[src/rtl/cond_branch_unit_pkg.sv]
// ---------------------------------------------------------------------------
// cond_branch_unit_pkg
//   Shared definitions for the conditional branch unit:
//     - SPARC Bicc condition field encodings (COND_BN .. COND_BVC)
//     - flag bit positions inside a {N,Z,V,C} condition-code nibble
//     - 2-bit branch history counter states and their update function
// ---------------------------------------------------------------------------
package cond_branch_unit_pkg;

    // Bicc condition field encodings
    localparam logic [3:0] COND_BN   = 4'h0;  // never
    localparam logic [3:0] COND_BE   = 4'h1;  // Z
    localparam logic [3:0] COND_BLE  = 4'h2;  // Z | (N ^ V)
    localparam logic [3:0] COND_BL   = 4'h3;  // N ^ V
    localparam logic [3:0] COND_BLEU = 4'h4;  // C | Z
    localparam logic [3:0] COND_BCS  = 4'h5;  // C
    localparam logic [3:0] COND_BNEG = 4'h6;  // N
    localparam logic [3:0] COND_BVS  = 4'h7;  // V
    localparam logic [3:0] COND_BA   = 4'h8;  // always
    localparam logic [3:0] COND_BNE  = 4'h9;
    localparam logic [3:0] COND_BG   = 4'hA;
    localparam logic [3:0] COND_BGE  = 4'hB;
    localparam logic [3:0] COND_BGU  = 4'hC;
    localparam logic [3:0] COND_BCC  = 4'hD;
    localparam logic [3:0] COND_BPOS = 4'hE;
    localparam logic [3:0] COND_BVC  = 4'hF;

    // Flag positions within {N,Z,V,C}
    localparam int F_N = 3;
    localparam int F_Z = 2;
    localparam int F_V = 1;
    localparam int F_C = 0;

    // 2-bit saturating direction counter; MSB is the predicted direction
    typedef enum logic [1:0] {
        SNT = 2'b00,
        WNT = 2'b01,
        WT  = 2'b10,
        ST  = 2'b11
    } bht_state_e;

    // Saturating counter step toward the resolved direction
    function automatic bht_state_e bht_next(input bht_state_e s, input logic taken);
        bht_state_e r;
        case (s)
            SNT:     r = taken ? WNT : SNT;
            WNT:     r = taken ? WT  : SNT;
            WT:      r = taken ? ST  : WNT;
            ST:      r = taken ? ST  : WT;
            default: r = WNT;
        endcase
        return r;
    endfunction

endpackage

[src/rtl/cond_branch_unit_cond_eval.sv]
// ---------------------------------------------------------------------------
// cond_branch_unit_cond_eval
//   Pure combinational Bicc condition evaluator.
//   Ports:
//     flags  in  4  condition codes {N,Z,V,C}
//     cond   in  4  Bicc cond field
//     taken  out 1  condition satisfied
// ---------------------------------------------------------------------------
module cond_branch_unit_cond_eval
    import cond_branch_unit_pkg::*;
(
    input  logic [3:0] flags,
    input  logic [3:0] cond,
    output logic       taken
);

    logic n_f, z_f, v_f, c_f;

    assign n_f = flags[F_N];
    assign z_f = flags[F_Z];
    assign v_f = flags[F_V];
    assign c_f = flags[F_C];

    always_comb begin
        taken = 1'b0;
        case (cond)
            COND_BN:   taken = 1'b0;
            COND_BE:   taken = z_f;
            COND_BLE:  taken = z_f | (n_f ^ v_f);
            COND_BL:   taken = n_f ^ v_f;
            COND_BLEU: taken = c_f | z_f;
            COND_BCS:  taken = c_f;
            COND_BNEG: taken = n_f;
            COND_BVS:  taken = v_f;
            COND_BA:   taken = 1'b1;
            COND_BNE:  taken = ~z_f;
            COND_BG:   taken = ~(z_f | (n_f ^ v_f));
            COND_BGE:  taken = ~(n_f ^ v_f);
            COND_BGU:  taken = ~(c_f | z_f);
            COND_BCC:  taken = ~c_f;
            COND_BPOS: taken = ~n_f;
            COND_BVC:  taken = ~v_f;
            default:   taken = 1'b0;
        endcase
    end

endmodule

[src/rtl/cond_branch_unit.sv]
// ---------------------------------------------------------------------------
// cond_branch_unit
//   Condition-code file, Bicc evaluation with same-cycle CC forwarding,
//   annul-bit handling, 2-bit counter branch prediction and a one-stage
//   resolution register that reports mispredicts to fetch/flush logic.
//   Ports:
//     clk, rst_n             clock (rising edge), async active-low reset
//     cc_we/cc_wsel/cc_in    EX-stage condition-code write
//     id_branch_instr, id_pc, id_cond, id_annul, id_cc_sel
//                            branch presented in ID this cycle
//     stall                  hold resolution register, no table update
//     flush                  drop the pending resolution
//     pred_taken             combinational prediction for the ID branch
//     res_valid/res_taken/res_annul/res_mispredict/res_pc
//                            registered resolution of the previous branch
//     miss_count             saturating mispredict counter
// ---------------------------------------------------------------------------
module cond_branch_unit
    import cond_branch_unit_pkg::*;
#(
    parameter  int NUM_CC     = 2,
    parameter  int BHT_DEPTH  = 16,
    parameter  int PC_W       = 32,
    parameter  int MISS_CNT_W = 16,
    localparam int CC_SEL_W   = (NUM_CC > 1) ? $clog2(NUM_CC) : 1,
    localparam int IDX_W      = $clog2(BHT_DEPTH)
) (
    input  logic                  clk,
    input  logic                  rst_n,
    input  logic                  cc_we,
    input  logic [CC_SEL_W-1:0]   cc_wsel,
    input  logic [3:0]            cc_in,
    input  logic                  id_branch_instr,
    input  logic [PC_W-1:0]       id_pc,
    input  logic [3:0]            id_cond,
    input  logic                  id_annul,
    input  logic [CC_SEL_W-1:0]   id_cc_sel,
    input  logic                  stall,
    input  logic                  flush,
    output logic                  pred_taken,
    output logic                  res_valid,
    output logic                  res_taken,
    output logic                  res_annul,
    output logic                  res_mispredict,
    output logic [PC_W-1:0]       res_pc,
    output logic [MISS_CNT_W-1:0] miss_count
);

    // ------------------------------------------------------------------
    // Condition-code registers
    // ------------------------------------------------------------------
    logic [3:0]        cc_q [NUM_CC];
    logic [3:0]        cc_d [NUM_CC];
    logic [NUM_CC-1:0] cc_hit;

    // One-hot write decode; a select with no matching set hits nothing,
    // so out-of-range writes are dropped naturally.
    for (genvar gi = 0; gi < NUM_CC; gi++) begin : g_cc_hit
        assign cc_hit[gi] = cc_we && (cc_wsel == CC_SEL_W'(gi));
    end

    always_comb begin
        for (int i = 0; i < NUM_CC; i++) begin
            cc_d[i] = cc_hit[i] ? cc_in : cc_q[i];
        end
    end

    always_ff @(posedge clk or negedge rst_n) begin
        if (!rst_n) begin
            for (int i = 0; i < NUM_CC; i++) begin
                cc_q[i] <= 4'b0000;
            end
        end else begin
            cc_q <= cc_d;
        end
    end

    // ------------------------------------------------------------------
    // Flag selection with forwarding of the write happening this cycle
    // ------------------------------------------------------------------
    logic [3:0] flags_reg;
    logic [3:0] flags_fwd;

    always_comb begin
        flags_reg = 4'b0000;
        for (int i = 0; i < NUM_CC; i++) begin
            if (id_cc_sel == CC_SEL_W'(i)) begin
                flags_reg = cc_q[i];
            end
        end
        flags_fwd = (cc_we && (cc_wsel == id_cc_sel)) ? cc_in : flags_reg;
    end

    logic cond_true;

    cond_branch_unit_cond_eval u_cond_eval (
        .flags (flags_fwd),
        .cond  (id_cond),
        .taken (cond_true)
    );

    // ------------------------------------------------------------------
    // ID-stage outcome, annul and prediction
    // ------------------------------------------------------------------
    logic             id_is_ba;
    logic             id_is_bn;
    logic             id_taken;
    logic             id_annul_eff;
    logic [IDX_W-1:0] id_idx;
    bht_state_e       bht_q [BHT_DEPTH];
    bht_state_e       bht_d [BHT_DEPTH];
    bht_state_e       id_ctr;

    assign id_is_ba = (id_cond == COND_BA);
    assign id_is_bn = (id_cond == COND_BN);
    assign id_taken = id_branch_instr && cond_true;
    assign id_idx   = id_pc[IDX_W+1:2];

    // BA,a annuls even though it is taken; BN,a annuls like any untaken
    // annulling branch.
    assign id_annul_eff = id_branch_instr && id_annul &&
                          (id_is_ba || id_is_bn || !id_taken);

    always_comb begin
        id_ctr     = bht_q[id_idx];
        pred_taken = id_ctr[1];
        if (id_is_ba) begin
            pred_taken = 1'b1;
        end else if (id_is_bn) begin
            pred_taken = 1'b0;
        end
    end

    // ------------------------------------------------------------------
    // Resolution register
    // ------------------------------------------------------------------
    logic             valid_q, valid_d;
    logic             taken_q, taken_d;
    logic             annul_q, annul_d;
    logic             pred_q,  pred_d;
    logic             learn_q, learn_d;   // branch is allowed to train the table
    logic [PC_W-1:0]  pc_q,    pc_d;
    logic [IDX_W-1:0] idx_q,   idx_d;

    always_comb begin
        valid_d = valid_q;
        taken_d = taken_q;
        annul_d = annul_q;
        pred_d  = pred_q;
        learn_d = learn_q;
        pc_d    = pc_q;
        idx_d   = idx_q;
        if (flush) begin
            valid_d = 1'b0;
            taken_d = 1'b0;
            annul_d = 1'b0;
            pred_d  = 1'b0;
            learn_d = 1'b0;
            pc_d    = '0;
            idx_d   = '0;
        end else if (!stall) begin
            // A bubble in ID leaves an all-zero resolution behind
            valid_d = id_branch_instr;
            taken_d = id_taken;
            annul_d = id_annul_eff;
            pred_d  = id_branch_instr && pred_taken;
            learn_d = id_branch_instr && !id_is_ba && !id_is_bn;
            pc_d    = id_branch_instr ? id_pc  : '0;
            idx_d   = id_branch_instr ? id_idx : '0;
        end
    end

    always_ff @(posedge clk or negedge rst_n) begin
        if (!rst_n) begin
            valid_q <= 1'b0;
            taken_q <= 1'b0;
            annul_q <= 1'b0;
            pred_q  <= 1'b0;
            learn_q <= 1'b0;
            pc_q    <= '0;
            idx_q   <= '0;
        end else begin
            valid_q <= valid_d;
            taken_q <= taken_d;
            annul_q <= annul_d;
            pred_q  <= pred_d;
            learn_q <= learn_d;
            pc_q    <= pc_d;
            idx_q   <= idx_d;
        end
    end

    assign res_valid      = valid_q;
    assign res_taken      = taken_q;
    assign res_annul      = annul_q;
    assign res_pc         = pc_q;
    assign res_mispredict = valid_q && (taken_q != pred_q);

    // A resolution retires on the edge where it leaves the register
    // normally; stalled or flushed resolutions retire nothing.
    logic retire;
    assign retire = valid_q && !stall && !flush;

    // ------------------------------------------------------------------
    // Branch history table
    // ------------------------------------------------------------------
    logic [BHT_DEPTH-1:0] bht_hit;

    for (genvar gi = 0; gi < BHT_DEPTH; gi++) begin : g_bht_hit
        assign bht_hit[gi] = retire && learn_q && (idx_q == IDX_W'(gi));
    end

    // ID reads bht_q directly, so a same-cycle update is not visible until
    // the following cycle.
    always_comb begin
        for (int i = 0; i < BHT_DEPTH; i++) begin
            bht_d[i] = bht_hit[i] ? bht_next(bht_q[i], taken_q) : bht_q[i];
        end
    end

    always_ff @(posedge clk or negedge rst_n) begin
        if (!rst_n) begin
            for (int i = 0; i < BHT_DEPTH; i++) begin
                bht_q[i] <= WNT;
            end
        end else begin
            bht_q <= bht_d;
        end
    end

    // ------------------------------------------------------------------
    // Saturating mispredict counter
    // ------------------------------------------------------------------
    logic [MISS_CNT_W-1:0] miss_q, miss_d;

    always_comb begin
        miss_d = miss_q;
        if (retire && res_mispredict && (miss_q != {MISS_CNT_W{1'b1}})) begin
            miss_d = miss_q + MISS_CNT_W'(1);
        end
    end

    always_ff @(posedge clk or negedge rst_n) begin
        if (!rst_n) begin
            miss_q <= '0;
        end else begin
            miss_q <= miss_d;
        end
    end

    assign miss_count = miss_q;

endmodule

[config.mk]
export PLATFORM = sky130hd
export DESIGN_NAME = cond_branch_unit
export DESIGN_NICKNAME = d
export VERILOG_FILES = /design/src/rtl/cond_branch_unit_pkg.sv /design/src/rtl/cond_branch_unit_cond_eval.sv /design/src/rtl/cond_branch_unit.sv
export SDC_FILE = /design/constraint.sdc
export NUM_CORES = 1
export LEC_CHECK = 0
export CAP_MARGIN = 20
export CORE_ASPECT_RATIO = 1.1
export CORE_MARGIN = 5
export CORE_UTILIZATION = 46
export DETAILED_ROUTE_END_ITERATION = 10
export GPL_ROUTABILITY_DRIVEN = 1
export PLACE_DENSITY = 0.82
export SETUP_SLACK_MARGIN = 0.15
export SKIP_CTS_REPAIR_TIMING = 1
export SLEW_MARGIN = 0
export SYNTH_ARGS = -nofsm -noshare
export SYNTH_HDL_FRONTEND = slang
export SYNTH_SLANG_ARGS = --single-unit
[constraint.sdc]
create_clock -name clk -period 2.17 [get_ports clk]
set_clock_uncertainty 0.15 [all_clocks]
set_input_delay 0.217 -clock clk [delete_from_list [all_inputs] [get_ports clk]]
set_output_delay 0.217 -clock clk [all_outputs]
set_load 0.005 [all_outputs]
==> results.txt, run 1 <==
Most frequent cell after synthesis -> dfrtp_1
WS Path Type -> flop to output port
R2r setup slk -> 60 ps
Total Die Area -> 11900 um2
Crit path launch type -> flop
HP Class -> primary input to async pin
Die width -> 105 um
Slew at the pin closest to its max-slew limit -> 533 ps
Cells after Synth -> 438
Post-Place Worst Slack -> -876 ps
DIE HEIGHT -> 114 um
Clock root cell -> clkbuf_8
Final worst-path cycle share -> 115%
Minimum clock period after layout -> 2500 ps
Antenna-violating nets left -> 0
Main flop type after synthesis -> dfrtp_1
Total grt overflow -> 0
Top-area cell type share of the netlist area -> 42.6%
DR pass1 iterations -> 5
Synth unique cells -> 52
Routed WL -> 11900 um
Worst IR drop on VDD -> 0.280 mV
Layout net count -> 639
Final Hold Viols -> 0
Htree depth -> 3
Diode count -> 0
Post-route cell area -> 6330 um2
# Max-Cap Violations -> 0
Slew margin rel. -> 64.5%
Flops & latches, synth -> 93
Layout cell share with drive strength beyond 1 -> 21.0%
Final Wtd Congestion -> 0.896
PwrDens -> 558 nW/um2
Vias per Instance -> 5.67
Total chip power -> 3.53 mW
Synth Warn # -> 0
Clock buffer depth -> 2
Largest stage delay, worst path -> 470 ps
Area grow syn2layout -> 40.0%
CTS Sinks -> 93
CP Max Fanout -> 5
Crit path max-delay family -> multiplexers
Vias in the first global route -> 3924
Cells along the critical path -> mux4_2, mux4_2, mux2_4, buf_6
Maximum number of pins on one net before global-route repair -> 43
Slew Viols, Final -> 0
Initial antenna violation count -> 0
Via Count -> 4050
Syn_area_per_cell -> 10.3 um2
Failing checks -> negative setup slack
I/O Pins -> 102
Most used cell, CP -> mux4_2
Fin cells -> 714
Detailed-route DRC error count -> 0
WP buf/inv -> 1
Final setup violation count -> 1
Kind of end point of the critical path -> output port
Crit path DAT -> 2130 ps
RSZ-0062 raised after global routing -> yes
Most area-hungry cell type in the Yosys netlist -> dfrtp_1
Std cell rows -> 38
Synth top cells by count -> 77 x dfrtp_1, 51 x nor2_1, 39 x o21ai_0
Post-synth EDFFs -> 0
WP data required -> 1800 ps
Outcome -> complete, but fails checks
Fmax achieved -> 400 MHz
CTS tree -> done
Post-DP HPWL -> 8620 um
Cell Area, Placed -> 6000 um2
Starting Density -> 46.4%
Clk_lat worst skew -> 370 ps
Sequential cell area fraction in the yosys report -> 51.9%
CTS clk-pin slew, worst paths -> 110 ps
Synthesized Nets -> 488
Slowest cell on the critical path -> mux4_2
First DRT Iteration DRCs -> 225
Setup ws final -> -331 ps
Ys async rst share -> 100%
Placed cells -> 692
Ranking of synthesized cells by area -> dfrtp_1 43%, dfstp_2 9.3%, a22o_1 6.4%
Core ar. -> 9750 um2
Post-Syn Area -> 4520 um2
Num CTS Buffers -> 9
Avg WL per Cell -> 16.7 um
Static Leakage -> 2.71 nW
Global-route wire length before repair -> 19100 um
GRT Util Overall -> 19.5%
Quantity of I/O buffers inserted on ports -> 101
==> state kept, by name (all words and copies together), names as in the netlist <==
signal,cells
bht_q,32
res_valid,1
learn_q,1
pred_q,1
res_taken,1
res_pc,32
miss_count,16
res_annul,1
cc_q,8
==> worst paths after layout <==
path,startpoint,depth (start not counted),end
max,bht_q[31],4,pred_taken
min,rst_n,2,res_pc[28]
max reg2reg,bht_q[31],4,pred_q
min reg2reg,miss_count[6],1,miss_count[6]
max in group asynchronous,rst_n,3,bht_q[8]
min in group clk,id_pc[25],2,res_pc[25]
==> per-layer routing <==
layer  vias to the layer above  GRT usage (%)  part of all wire (%)
li1                       1902              -                     -
met1                      2002           24.8                    42
met2                       129           33.2                    50
met3                        17           4.07                   6.5
met4                         0           6.91                   1.9
met5                         -              0                     0
==> cell type report <==
cell class                      instances  area (um2)
Clock inverter                          6        75.1
Inverter                                6        22.5
Sequential cell                        93        2350
Clock buffer                           10         128
Tap cell                              120         150
Multi-Input combinational cell        321        2120
Fill cell                             750        3420
Timing Repair Buffer                  158        1480
==> logic make-up after synthesis <==
| family | count (synthesis) | share of synthesized area (%) |
|---|---|---|
| compound gates | 134 | 19.3 |
| buf+inv | 24 | 2.35 |
| xor+xnor | 17 | 3.29 |
| mux | 18 | 6.01 |
| flops | 93 | 51.9 |
| simple gates | 151 | 16.9 |
| fa+ha+maj | 1 | 0.277 |
==> per-stage QoR <==
step | hold slack (ps) | util [%] | setup TNS [ps]
3_3_place_gp | 77.3 | 61.5 | -2180
2_1_floorplan | -229 | - | 0
6_report | 204 | 64.9 | -331
3_5_place_dp | 85.4 | 61.5 | -3030
5_1_grt | 262 | 64.9 | -370
4_1_cts | -327 | 63.6 | -1040
==> report_power, final <==
part,total (mW),switching [mW],internal [mW]
clock,1.23,0.676,0.555
combinational,0.467,0.197,0.270
sequential,1.83,0.0440,1.79
==> layout by cell type (no fill, tap or decap), types with 3 or more instances in the layout <==
cell type	count
o21ai_1	3
clkdlybuf4s50_1	95
inv_1	5
nor2_2	4
nor3_1	6
nor2_1	46
clkbuf_8	9
and2_1	3
nand3b_1	4
dfrtp_1	75
nand3_1	10
dfstp_2	16
dlymetal6s2s_1	4
nand4_1	5
xor2_1	6
a31oi_1	3
mux2_2	7
o21ai_0	36
o211ai_1	3
a21oi_1	37
nand2b_1	5
inv_6	3
nand2_1	30
mux4_2	5
or3_1	4
nor2b_1	6
o31ai_1	3
a22o_1	33
a211oi_1	5
buf_4	54
nor3b_1	7
xnor2_1	9
mux2i_1	5
Power figures use the tool's default switching activity.
==> inputs of run 2 (changes only) <==
--- a/config.mk
+++ b/config.mk
@@ -9,8 +9,10 @@
 export CORE_ASPECT_RATIO = 1.1
 export CORE_MARGIN = 5
 export CORE_UTILIZATION = 46
+export CTS_BUF_LIST = sky130_fd_sc_hd__clkbuf_8 sky130_fd_sc_hd__clkbuf_16
 export DETAILED_ROUTE_END_ITERATION = 10
 export GPL_ROUTABILITY_DRIVEN = 1
+export MAX_ROUTING_LAYER = met4
 export PLACE_DENSITY = 0.82
 export SETUP_SLACK_MARGIN = 0.15
 export SKIP_CTS_REPAIR_TIMING = 1
==> run 2 against run 1 <==
Against the previous run: the flow still finishes with violations (negative setup slack); core utilization up 0.26 points; power increased by 0.83%; sequential power about the same; combinational power hardly changed; first-iteration DRC count rose by 7.1%; hold slack improved by 3.2 ps; die area stayed put; clock power about the same; clock-buffer cell count grew 1.
==> results.txt, run 2 (synthesis results as in run 1) <==
Launch point of the worst path -> bht_q[31]
WP buf/inv -> 1
Htree depth -> 3
# Max-Cap Violations -> 0
Crit path launch type -> flop
Num CTS Buffers -> 9
GRT Util Overall -> 20.3%
Comb pwr share -> 13.1%
Routed WL -> 12200 um
Cell Area, Placed -> 6010 um2
Initial antenna violation count -> 1
Global-route wire length before repair -> 19400 um
Kind of end point of the critical path -> output port
CTS clk-pin slew, worst paths -> 100 ps
Most used cell, CP -> mux4_2
Final setup violation count -> 1
Total chip power -> 3.56 mW
Commonest non-fill, non-tap cell in the layout -> clkdlybuf4s50_1
Post-DP HPWL -> 8760 um
Via Count -> 4065
Slew Viols, Final -> 0
Std cell rows -> 38
Crit path max-delay family -> multiplexers
R2R Path Start -> bht_q[31]
Tightest hold margin -> 208 ps
Failing checks -> negative setup slack
Slew at the pin closest to its max-slew limit -> 547 ps
Maximum number of pins on one net before global-route repair -> 42
Layout cell share with drive strength beyond 1 -> 21.3%
Layout net count -> 641
Clock buffer depth -> 2
Slowest cell on the critical path -> mux4_2
Switching power share of the total -> 25.1%
Quantity of I/O buffers inserted on ports -> 101
First DRT Iteration DRCs -> 241
Total grt overflow -> 0
Setup ws final -> -336 ps
Final Wtd Congestion -> 0.920
Static Leakage -> 2.75 nW
HP Class -> primary input to async pin
Crit path DAT -> 2140 ps
Antenna-violating nets left -> 0
Net switching power figure -> 0.893 mW
Core Util, Final -> 65.2%
Clock power share -> 35.5%
CTS tree -> done
Area grow syn2layout -> 40.6%
Post-Place Worst Slack -> -859 ps
Vias in the first global route -> 4049
Die width -> 105 um
Detailed-route DRC error count -> 0
PwrDens -> 560 nW/um2
RSZ-0062 raised after global routing -> yes
Slew margin rel. -> 63.6%
Final worst-path cycle share -> 115%
Avg WL per Cell -> 17.0 um
Worst IR drop on VDD -> 0.349 mV
Final Hold Viols -> 0
Fmax achieved -> 399 MHz
Total Die Area -> 11900 um2
DIE HEIGHT -> 114 um
Clock root cell -> clkbuf_8
Post-route cell area -> 6350 um2
Cell Int Power -> 2.67 mW
Most frequent cells in the layout -> 95 x clkdlybuf4s50_1, 74 x dfrtp_1, 56 x buf_4
Vias per Instance -> 5.67
Largest stage delay, worst path -> 480 ps
Starting Density -> 46.4%
Cells along the critical path -> mux4_2, mux4_2, mux2_4, clkbuf_2
CP Max Fanout -> 4
WP data required -> 1800 ps
Placed cells -> 693
Fin cells -> 717
Minimum clock period after layout -> 2510 ps
WS Path Type -> flop to output port
TNS Setup -> -336 ps
CTS Sinks -> 93
Core ar. -> 9750 um2
Outcome -> complete, but fails checks
I/O Pins -> 102
Clk_lat worst skew -> 370 ps
Sequential share of power -> 51.4%
DR pass1 iterations -> 5
## run 2: changes by cell type in the layout (fill, tap and decap cells not counted), sizes merged
cell    change
clkbuf      +2
clkinv      +1
buf         +1
diode       +1
inv         -2
## run 2: cell type report
type                    instances  area (um2)
clock buffers                  11         151
diodes                          1        2.50
clock inverters                 5        66.3
fillers                       735        3390
repair buffers                160        1490
inverters                       6        22.5
multi-input cells             321        2120
well taps                     120         150
flip-flops and latches         93        2350
## run 2: power groups by stage
stage	Combinational [mW]	Clock [mW]	Sequential (mW)
finish	0.466	1.26	1.83
global route	0.503	1.34	1.84
CTS	0.445	1.27	1.83
detailed placement	0.444	0	1.86
global placement	0.433	0	1.86
floorplan	0.172	0	1.85
## run 2: per-layer routing
layer	global-route usage, %	vias up	wire [um]
met4	6.74	0	210
li1	-	1913	-
met5	-	-	0
met1	25.0	2018	5170
met3	3.57	15	597
met2	34.1	119	6200
## run 2: worst paths after layout
| check | cells after the start | to | slack (ps) |
|---|---|---|---|
| max in group asynchronous | 3 | bht_q[0] | 980 |
| max reg2reg | 4 | pred_q | 70 |
| min reg2reg | 1 | miss_count[6] | 340 |
| max | 4 | pred_taken | -340 |
| min | 2 | res_pc[28] | 210 |
| min in group clk | 2 | res_pc[14] | 290 |
==> inputs of run 3 (changes only) <==
--- a/config.mk
+++ b/config.mk
@@ -6,7 +6,6 @@
 export NUM_CORES = 1
 export LEC_CHECK = 0
 export CAP_MARGIN = 20
-export CORE_ASPECT_RATIO = 1.1
 export CORE_MARGIN = 5
 export CORE_UTILIZATION = 46
 export CTS_BUF_LIST = sky130_fd_sc_hd__clkbuf_8 sky130_fd_sc_hd__clkbuf_16
==> constraint.sdc (replaced) <==
create_clock -name clk -period 2.3 [get_ports clk]
set_clock_uncertainty 0.15 [all_clocks]
set_input_delay 0.23 -clock clk [delete_from_list [all_inputs] [get_ports clk]]
set_output_delay 0.23 -clock clk [all_outputs]
set_load 0.005 [all_outputs]
==> run 3 against run 2 <==
Against the previous run: the run still ends with negative setup slack left; critical path type unchanged; highest routed layer unchanged; critical endpoint unchanged; sequential power is 5% lower; global-route usage is 0.66 points higher; sequential share of layout area is 0.92 points higher.
==> results.txt, run 3 (synthesis results as in run 1) <==
TNS Setup -> -241 ps
Final worst-path cycle share -> 110%
Die width -> 109 um
Antenna-violating nets left -> 0
Commonest non-fill, non-tap cell in the layout -> clkdlybuf4s50_1
Failing checks -> negative setup slack
DIE HEIGHT -> 109 um
Slowest cell on the critical path -> mux4_2
Layout net count -> 632
Cell Area, Placed -> 5950 um2
Clock buffer depth -> 2
Slew at the pin closest to its max-slew limit -> 546 ps
Total Die Area -> 11900 um2
Clk_lat worst skew -> 370 ps
RSZ-0062 raised after global routing -> yes
Crit path DAT -> 2160 ps
Maximum number of pins on one net before global-route repair -> 94
Total grt overflow -> 0
Post-Place Worst Slack -> -746 ps
Most frequent cells in the layout -> 96 x clkdlybuf4s50_1, 77 x dfrtp_1, 50 x nor2_1
Kind of end point of the critical path -> output port
Via Count -> 4027
Fin cells -> 720
DR pass1 iterations -> 5
Quantity of I/O buffers inserted on ports -> 101
CTS tree -> done
Initial antenna violation count -> 0
Slew margin rel. -> 63.4%
Post-DP HPWL -> 8630 um
Final Hold Viols -> 0
Clock root cell -> clkbuf_8
Cells along the critical path -> mux4_1, mux4_2, mux2_4, clkbuf_2
# Max-Cap Violations -> 0
Vias in the first global route -> 3904
Fill count -> 792
Setup ws final -> -241 ps
Area grow syn2layout -> 37.0%
Global-route wire length before repair -> 19100 um
CP Max Fanout -> 2
Crit path launch type -> flop
WS Path Type -> flop to output port
Slew Viols, Final -> 0
Minimum clock period after layout -> 2540 ps
Outcome -> complete, but fails checks
Tightest hold margin -> 170 ps
Worst IR drop on VDD -> 0.241 mV
Diode count -> 0
Starting Density -> 46.7%
Detailed-route DRC error count -> 0
PwrDens -> 508 nW/um2
I/O Pins -> 102
GRT Util Overall -> 21.0%
R2r setup slk -> 200 ps
Largest stage delay, worst path -> 490 ps
Routed WL -> 11900 um
Final Wtd Congestion -> 0.874
Static Leakage -> 2.65 nW
Num CTS Buffers -> 9
Htree depth -> 3
CTS Sinks -> 93
Std cell rows -> 36
Fmax achieved -> 394 MHz
CTS clk-pin slew, worst paths -> 100 ps
Layout cell share with drive strength beyond 1 -> 17.9%
HP Class -> primary input to flop
Placed cells -> 697
Vias per Instance -> 5.59
First DRT Iteration DRCs -> 242
Core Util, Final -> 63.9%
WP data required -> 1920 ps
Final setup violation count -> 1
Post-route cell area -> 6190 um2
Avg WL per Cell -> 16.5 um
Total chip power -> 3.14 mW
Core ar. -> 9680 um2
## run 3: cell count changes in the layout (fill, tap and decap cells not counted), moves of 3 or more
| cell | change |
|---|---|
| buf_4 | -7 |
| nor2_2 | -4 |
| dfrtp_1 | +3 |
| nor2_1 | +4 |
| dfrtp_2 | -3 |
## run 3: layer usage
layer / vias to the layer above / routed length, um / part of all wire (%) / track usage [%]
met5: - / 0 / 0 / -
met4: 0 / 192 / 1.6 / 7.03
met3: 15 / 706 / 6.0 / 2.96
met2: 116 / 5850 / 49 / 34.9
met1: 2001 / 5100 / 43 / 26.4
li1: 1895 / - / - / -
## run 3: layout make-up
type                            count  area [um2]  share of cell area [%]
Clock buffer                        9         124                    2.00
Clock inverter                      7        50.0                   0.809
Inverter                            6        22.5                   0.364
Multi-Input combinational cell    321        2080                    33.6
Sequential cell                    93        2350                    37.9
Tap cell                          133         166                    2.69
Timing Repair Buffer              151        1400                    22.6
## run 3: final timing paths
path,start,endpoint,depth (start not counted)
max in group asynchronous,rst_n,bht_q[22],3
hold reg to reg,miss_count[11],miss_count[11],1
hold / removal,id_pc[2],res_pc[2],2
setup reg to reg,bht_q[7],pred_q,4
setup / recovery,bht_q[7],pred_taken,4
min in group asynchronous,rst_n,res_pc[25],3
## run 3: worst max-delay path: cells and delay by family (launching register included)
kind                   cells  cell delay, ps
multiplexers               3            1250
flip-flops                 1             410
buffers and inverters      1             120
## run 3: power breakdown
part | switching [mW] | internal (mW)
Combinational | 0.181 | 0.233
Clock | 0.606 | 0.396
Sequential | 0.0416 | 1.69
Total | 0.829 | 2.31
